`config.mk`:
```
export PLATFORM = sky130hd
export DESIGN_NAME = fp16_mul_prim_stage_flat
export DESIGN_NICKNAME = d
export VERILOG_FILES = /design/src/rtl/fp16_mul_prim_stage_if.sv /design/src/rtl/fp16_mul_prim_stage.sv /design/src/flat_wrapper.sv
export SDC_FILE = /design/constraint.sdc
export NUM_CORES = 1
export LEC_CHECK = 0
export BUFFER_PORTS_ARGS = -buffer_cell sky130_fd_sc_hd__buf_2
export CORE_MARGIN = 2
export CORE_UTILIZATION = 42
export CTS_CLUSTER_SIZE = 12
export DETAILED_ROUTE_END_ITERATION = 6
export GPL_TIMING_DRIVEN = 0
export MAX_ROUTING_LAYER = met4
export PLACE_DENSITY = 0.78
export SYNTH_ARGS = -nofsm -noshare
export SYNTH_HDL_FRONTEND = slang
export SYNTH_SLANG_ARGS = --single-unit
```
`constraint.sdc`:
```
create_clock -name clk -period 0.95 [get_ports clk]
set_input_delay 0.095 -clock clk [delete_from_list [all_inputs] [get_ports clk]]
set_output_delay 0.095 -clock clk [all_outputs]
set_load 0.01 [all_outputs]
```
`src/rtl/fp16_mul_prim_stage_if.sv`:
```
// Operand/result bundle for the FP16 multiplier primitive datapath slice.
// The master drives the operands and controls; the slave (the stage) returns
// the registered results.
interface fp16_mul_prim_stage_if;
   logic       in_valid;
   logic [4:0] add_a;
   logic [4:0] add_b;
   logic [4:0] mux5_in0;
   logic [4:0] mux5_in1;
   logic       mux5_sel;
   logic [9:0] mux10_in0;
   logic [9:0] mux10_in1;
   logic       mux10_sel;
   logic       sticky_clr;
   logic       out_valid;
   logic [4:0] add_sum;
   logic       add_carry;
   logic [4:0] mux5_out;
   logic [9:0] mux10_out;
   logic       sticky_carry;

   modport master (
      output in_valid, add_a, add_b, mux5_in0, mux5_in1, mux5_sel,
             mux10_in0, mux10_in1, mux10_sel, sticky_clr,
      input  out_valid, add_sum, add_carry, mux5_out, mux10_out, sticky_carry
   );

   modport slave (
      input  in_valid, add_a, add_b, mux5_in0, mux5_in1, mux5_sel,
             mux10_in0, mux10_in1, mux10_sel, sticky_clr,
      output out_valid, add_sum, add_carry, mux5_out, mux10_out, sticky_carry
   );
endinterface

```
`src/rtl/fp16_mul_prim_stage.sv`:
```
// FP16 multiplier primitive slice: 5-bit exponent adder, 5-bit exponent
// selector and 10-bit mantissa selector behind one valid-qualified register.
// Optional feature macro: FP16_MUL_PRIM_STICKY_CARRY_EN enables a sticky
// record of adder carry-outs; when undefined sticky_carry reads 0.
module fp16_mul_prim_stage (
   input  logic                  clk,
   input  logic                  rst_n,
   fp16_mul_prim_stage_if.slave  bus
);

   logic [5:0] add_full;
   logic       out_valid_q, out_valid_d;
   logic [4:0] add_sum_q,   add_sum_d;
   logic       add_carry_q, add_carry_d;
   logic [4:0] mux5_out_q,  mux5_out_d;
   logic [9:0] mux10_out_q, mux10_out_d;
   logic       sticky_q,    sticky_d;

   // Combinational datapath plus capture/hold selection of the next state.
   always_comb begin
      add_full    = {1'b0, bus.add_a} + {1'b0, bus.add_b};
      out_valid_d = bus.in_valid;
      add_sum_d   = add_sum_q;
      add_carry_d = add_carry_q;
      mux5_out_d  = mux5_out_q;
      mux10_out_d = mux10_out_q;
      if (bus.in_valid) begin
         add_sum_d   = add_full[4:0];
         add_carry_d = add_full[5];
         mux5_out_d  = bus.mux5_sel  ? bus.mux5_in1  : bus.mux5_in0;
         mux10_out_d = bus.mux10_sel ? bus.mux10_in1 : bus.mux10_in0;
      end
   end

`ifdef FP16_MUL_PRIM_STICKY_CARRY_EN
   // Sticky carry: a captured carry sets it, clear drops it, set has priority.
   always_comb begin
      sticky_d = sticky_q;
      if (bus.sticky_clr)
         sticky_d = 1'b0;
      if (bus.in_valid && add_full[5])
         sticky_d = 1'b1;
   end
`else
   logic unused_sticky_clr;
   assign unused_sticky_clr = bus.sticky_clr;

   // Feature disabled: the sticky flag never leaves zero.
   always_comb begin
      sticky_d = 1'b0;
   end
`endif

   // Result register with asynchronous clear of every output.
   always_ff @(posedge clk or negedge rst_n) begin
      if (!rst_n) begin
         out_valid_q <= 1'b0;
         add_sum_q   <= 5'd0;
         add_carry_q <= 1'b0;
         mux5_out_q  <= 5'd0;
         mux10_out_q <= 10'd0;
         sticky_q    <= 1'b0;
      end else begin
         out_valid_q <= out_valid_d;
         add_sum_q   <= add_sum_d;
         add_carry_q <= add_carry_d;
         mux5_out_q  <= mux5_out_d;
         mux10_out_q <= mux10_out_d;
         sticky_q    <= sticky_d;
      end
   end

   assign bus.out_valid    = out_valid_q;
   assign bus.add_sum      = add_sum_q;
   assign bus.add_carry    = add_carry_q;
   assign bus.mux5_out     = mux5_out_q;
   assign bus.mux10_out    = mux10_out_q;
   assign bus.sticky_carry = sticky_q;

endmodule

```
`src/flat_wrapper.sv`:
```
// flat-port wrapper written by rule: the top's interface ports become plain ports
module fp16_mul_prim_stage_flat 
  (clk, rst_n, bus_in_valid, bus_add_a, bus_add_b, bus_mux5_in0, bus_mux5_in1, bus_mux5_sel, bus_mux10_in0, bus_mux10_in1, bus_mux10_sel, bus_sticky_clr, bus_out_valid, bus_add_sum, bus_add_carry, bus_mux5_out, bus_mux10_out, bus_sticky_carry);
  fp16_mul_prim_stage_if bus_i ();
  input  logic clk;
  input  logic rst_n;
  input wire logic [$bits(bus_i.in_valid)-1:0] bus_in_valid;
  input wire logic [$bits(bus_i.add_a)-1:0] bus_add_a;
  input wire logic [$bits(bus_i.add_b)-1:0] bus_add_b;
  input wire logic [$bits(bus_i.mux5_in0)-1:0] bus_mux5_in0;
  input wire logic [$bits(bus_i.mux5_in1)-1:0] bus_mux5_in1;
  input wire logic [$bits(bus_i.mux5_sel)-1:0] bus_mux5_sel;
  input wire logic [$bits(bus_i.mux10_in0)-1:0] bus_mux10_in0;
  input wire logic [$bits(bus_i.mux10_in1)-1:0] bus_mux10_in1;
  input wire logic [$bits(bus_i.mux10_sel)-1:0] bus_mux10_sel;
  input wire logic [$bits(bus_i.sticky_clr)-1:0] bus_sticky_clr;
  output wire logic [$bits(bus_i.out_valid)-1:0] bus_out_valid;
  output wire logic [$bits(bus_i.add_sum)-1:0] bus_add_sum;
  output wire logic [$bits(bus_i.add_carry)-1:0] bus_add_carry;
  output wire logic [$bits(bus_i.mux5_out)-1:0] bus_mux5_out;
  output wire logic [$bits(bus_i.mux10_out)-1:0] bus_mux10_out;
  output wire logic [$bits(bus_i.sticky_carry)-1:0] bus_sticky_carry;
  assign bus_i.in_valid = bus_in_valid;
  assign bus_i.add_a = bus_add_a;
  assign bus_i.add_b = bus_add_b;
  assign bus_i.mux5_in0 = bus_mux5_in0;
  assign bus_i.mux5_in1 = bus_mux5_in1;
  assign bus_i.mux5_sel = bus_mux5_sel;
  assign bus_i.mux10_in0 = bus_mux10_in0;
  assign bus_i.mux10_in1 = bus_mux10_in1;
  assign bus_i.mux10_sel = bus_mux10_sel;
  assign bus_i.sticky_clr = bus_sticky_clr;
  assign bus_out_valid = bus_i.out_valid;
  assign bus_add_sum = bus_i.add_sum;
  assign bus_add_carry = bus_i.add_carry;
  assign bus_mux5_out = bus_i.mux5_out;
  assign bus_mux10_out = bus_i.mux10_out;
  assign bus_sticky_carry = bus_i.sticky_carry;
  fp16_mul_prim_stage u_core (.clk(clk), .rst_n(rst_n), .bus(bus_i));
endmodule
```
==> PnR_summary.wiki <==
{| class="wikitable"
! Metric !! Value
|-
| Total grt overflow || 0
|-
| Yosys warning total || 0
|-
| Vias post-DR || 1061
|-
| Cell area after synthesis || 1140 µm²
|-
| Number of global-route vias before repair || 1029
|-
| Initial antenna violation count || 0
|-
| Maximum number of pins on one net before global-route repair || 23
|-
| Remaining number of nets flagged by the antenna check after routing || 0
|-
| Layout cells sized above 1 || 50.83%
|-
| Root buffer cell || clkbuf_4
|-
| Number of placement rows || 18
|-
| Sinks on Clock Net || 22
|-
| FF+latch count, synth || 22
|-
| CTS H-tree depth || 1
|-
| Buffers on Ports || 64
|-
| Area of the core || between 2000 and 3000 µm²
|-
| Mean routed wirelength per cell || 12.80 µm
|-
| Final max-slew violation count || 0
|-
| Worst hold-check path type || in2reg
|-
| Critical path's slowest cell || dfrtp_1
|-
| Family of cells with the greatest summed delay on the critical path || flip-flops
|-
| Final weighted congestion of routability-driven global placement || 0.7776
|-
| Maximum vdd drop || 0.7538 mV
|-
| Relative area change from synthesis to final layout || 44.68%
|-
| Clock latency on the worst-skew pair || 0.29 ns
|-
| RSZ-0062 raised after global routing || true
|-
| Fraction of synthesis flops using an asynchronous set or reset pin || 100.0%
|-
| Required time of the critical path || 0.85 ns
|-
| Clock transition at path regs || 0.12 ns
|-
| Most instantiated flip-flop cell in the synthesis netlist || dfrtp_1
|-
| M1 GR Usage || 19.97%
|-
| Pwr Total || 2.268 mW
|-
| CTS max path bufs || 2
|-
| Number of iterations in the first detailed-routing pass || 4
|-
| Antenna diode count || 0
|-
| Post-detail-place hpwl || roughly 2100 µm
|-
| Sequential cell area || 550.5 µm²
|-
| Biggest fanout along the worst timing path || 2
|-
| Vias/cell || 5.028
|-
| Overall routed net length || 2701 µm
|-
| Avg Synthesized Cell Area || 10.96 µm²
|-
| Maximum operating frequency || 1052 MHz
|-
| CP Capture Type || primary output
|-
| Layout Skew || 0 ns
|-
| Share of Yosys cell area claimed by the top area cell type || 48.30%
|-
| Count of mapped cells out of synthesis || 104
|-
| Chip Width || 56.10 µm
|-
| Final Hold Fails || 0
|-
| Floorplan die area || 3147 µm²
|-
| Busiest layer in global routing || met2
|-
| Post-route fraction of the period consumed by the critical path || 100.1%
|-
| Total nets after synthesis || 156
|-
| Number of DRC markers after the initial detailed-route iteration || 27
|-
| Global routing met3 resource utilization || 3.256%
|-
| Delay of the slowest cell on the worst path || about 0.42 ns
|-
| Run status || finished with violations
|-
| Final setup viols || 1
|-
| CTS Buf Count || 3
|-
| Largest area contributor in the synthesized netlist || dfrtp_1
|-
| Initial core utilization || a little under half
|-
| Buffer and inverter count on the worst path || 1
|-
| Startpoint type of the worst setup path || register
|-
| Boundary pin count || 69
|-
| All-Layer GR Usage || 17.14%
|-
| Critical path, cell by cell || buf_2
|-
| Crit path DAT || 0.86 ns
|-
| First-pass GRT wire length || 4257 µm
|-
| Seq/Total Area, Yosys || 48.30%
|-
| Violated checks || setup timing
|-
| Min cycle time layout || 0.9508 ns
|-
| Most common cell in the netlist || dfrtp_1
|-
| Count of unique library cells instantiated by Yosys || 28
|-
| Number of inserted filler cells in the final layout || 200
|-
| Vertical extent of the die || 56.10 µm
|-
| Remaining design rule violation count || 0
|-
| Area of the multi-input gates || between 500 and 600 µm²
|-
| Ratio of total power to cell area || 1375 nW/µm²
|-
| Area contributors post-synth || dfrtp_1 48%, mux2i_1 13%, a21oi_1 7.5%
|-
| Post-synth top cells || 22 x dfrtp_1, 17 x a21oi_1, 17 x nor2_1
|-
| Met2 GRT Util || 29.92%
|-
| Worst Setup Slack, final || -0.0007685 ns
|-
| Class of the most critical setup path || reg2out
|-
| Count of maximum capacitance violations || 0
|-
| TritonCTS clock tree || yes
|-
| Final net count || between 200 and 250
|-
| Number of enable-type register cells in the synthesized netlist || 0
|-
| Cell leakage power || 0.8448 nW
|-
| Utilization of the core after routing || 65.38%
|}
[state kept, by name, summed over array words and instances (netlist names)]
name                  flops
u_core.bus.mux5_out       5
u_core.bus.add_sum        5
u_core.bus.out_valid      1
u_core.bus.mux10_out     10
u_core.bus.add_carry      1
[report_power, final]
| part | internal, mW | leakage [nW] | switching [mW] |
|---|---|---|---|
| logic | 0.349 | 0.575 | 0.317 |
| clock network | 0.234 | 0.0210 | 0.262 |
| registers | 1.05 | 0.249 | 0.0580 |
| total | 1.63 | 0.845 | 0.637 |
[metrics by stage]
stage	TNS (ns)	setup WS, ns	instance area [µm²]	hold WS (ns)	cells
after detailed placement	-1.329	-0.3349	1529	0.08606	198
after global routing	-0.4916	-0.04662	1649	0.09730	211
after floorplan	-0.2667	-0.08685	1171	-0.2006	104
final	-0.0007685	-0.0007685	1649	0.09028	211
after CTS	-0.03877	-0.01796	1613	0.07985	207
after global placement	-1.110	-0.2674	1529	0.07847	198
[cells by family (layout without fill, tap and decap cells)]
group | Yosys count | count (layout) | synth area share [%]
other | 1 | 1 | 0.3290
xor gates and xnor gates | 1 | 1 | 0.7685
and+or+nand+nor | 23 | 23 | 9.770
adders and majority gates | 6 | 6 | 7.245
muxes | 17 | 17 | 15.15
DFF | 22 | 22 | 48.30
buffers and inverters | 8 | 85 | 4.609
AOI/OAI and AO/OA | 26 | 26 | 13.83
[final timing paths]
check                                                    start                                   to  slack (ns)  depth (start not counted)
max                          u_core.bus.add_sum[4]$_DFFE_PN0P_                       bus_add_sum[4]     -0.0008                          1
min                                           bus_mux10_in0[6]  u_core.bus.mux10_out[6]$_DFFE_PN0P_        0.09                          3
max reg2reg                u_core.bus.mux10_out[1]$_DFFE_PN0P_  u_core.bus.mux10_out[1]$_DFFE_PN0P_        0.03                          4
min reg2reg                  u_core.bus.add_sum[0]$_DFFE_PN0P_    u_core.bus.add_sum[0]$_DFFE_PN0P_        0.52                          1
max in group asynchronous                                rst_n   u_core.bus.mux5_out[1]$_DFFE_PN0P_        0.37                          2
min in group asynchronous                                rst_n  u_core.bus.mux10_out[7]$_DFFE_PN0P_        0.26                          2
[layout by cell type, fill, tap and decap left out, drive strengths merged]
cell type / count
a211oi: 3
a21o: 1
a21oi: 17
and3b: 1
and4bb: 1
buf: 77
clkbuf: 5
conb: 1
dfrtp: 22
dlygate4sd3: 2
fa: 1
ha: 5
inv: 1
mux2: 2
mux2i: 15
nand2: 1
nand2b: 1
nand3b: 1
nand4b: 1
nor2: 17
o211ai: 1
o21ai: 1
o22a: 1
o31a: 1
o31ai: 1
xnor2: 1
[final cells by class]
class	instances	area share (%)
Buffer	7	2.959
Clock buffer	4	2.200
Inverter	1	0.2276
Multi-Input combinational cell	74	34.75
Sequential cell	22	33.38
Tap cell	30	2.276
Timing Repair Buffer	73	24.20
[what timing repair did]
action | 4_1_cts | 5_1_grt
pin swaps | 0 | 2
gates resized for setup | 1 | 1
setup endpoints to repair | 6 | 21
setup buffers | 3 | 4
hold buffers | 2 | 0
hold endpoints to repair | 23 | 0
[per-layer routing]
| metal | share of wire, % | vias up |
|---|---|---|
| met2 | 50 | 47 |
| met3 | 8.8 | 2 |
| met4 | 0.56 | 0 |
| met1 | 41 | 490 |
| met5 | 0 | - |
| li1 | - | 522 |
Power figures use the tool's default switching activity.
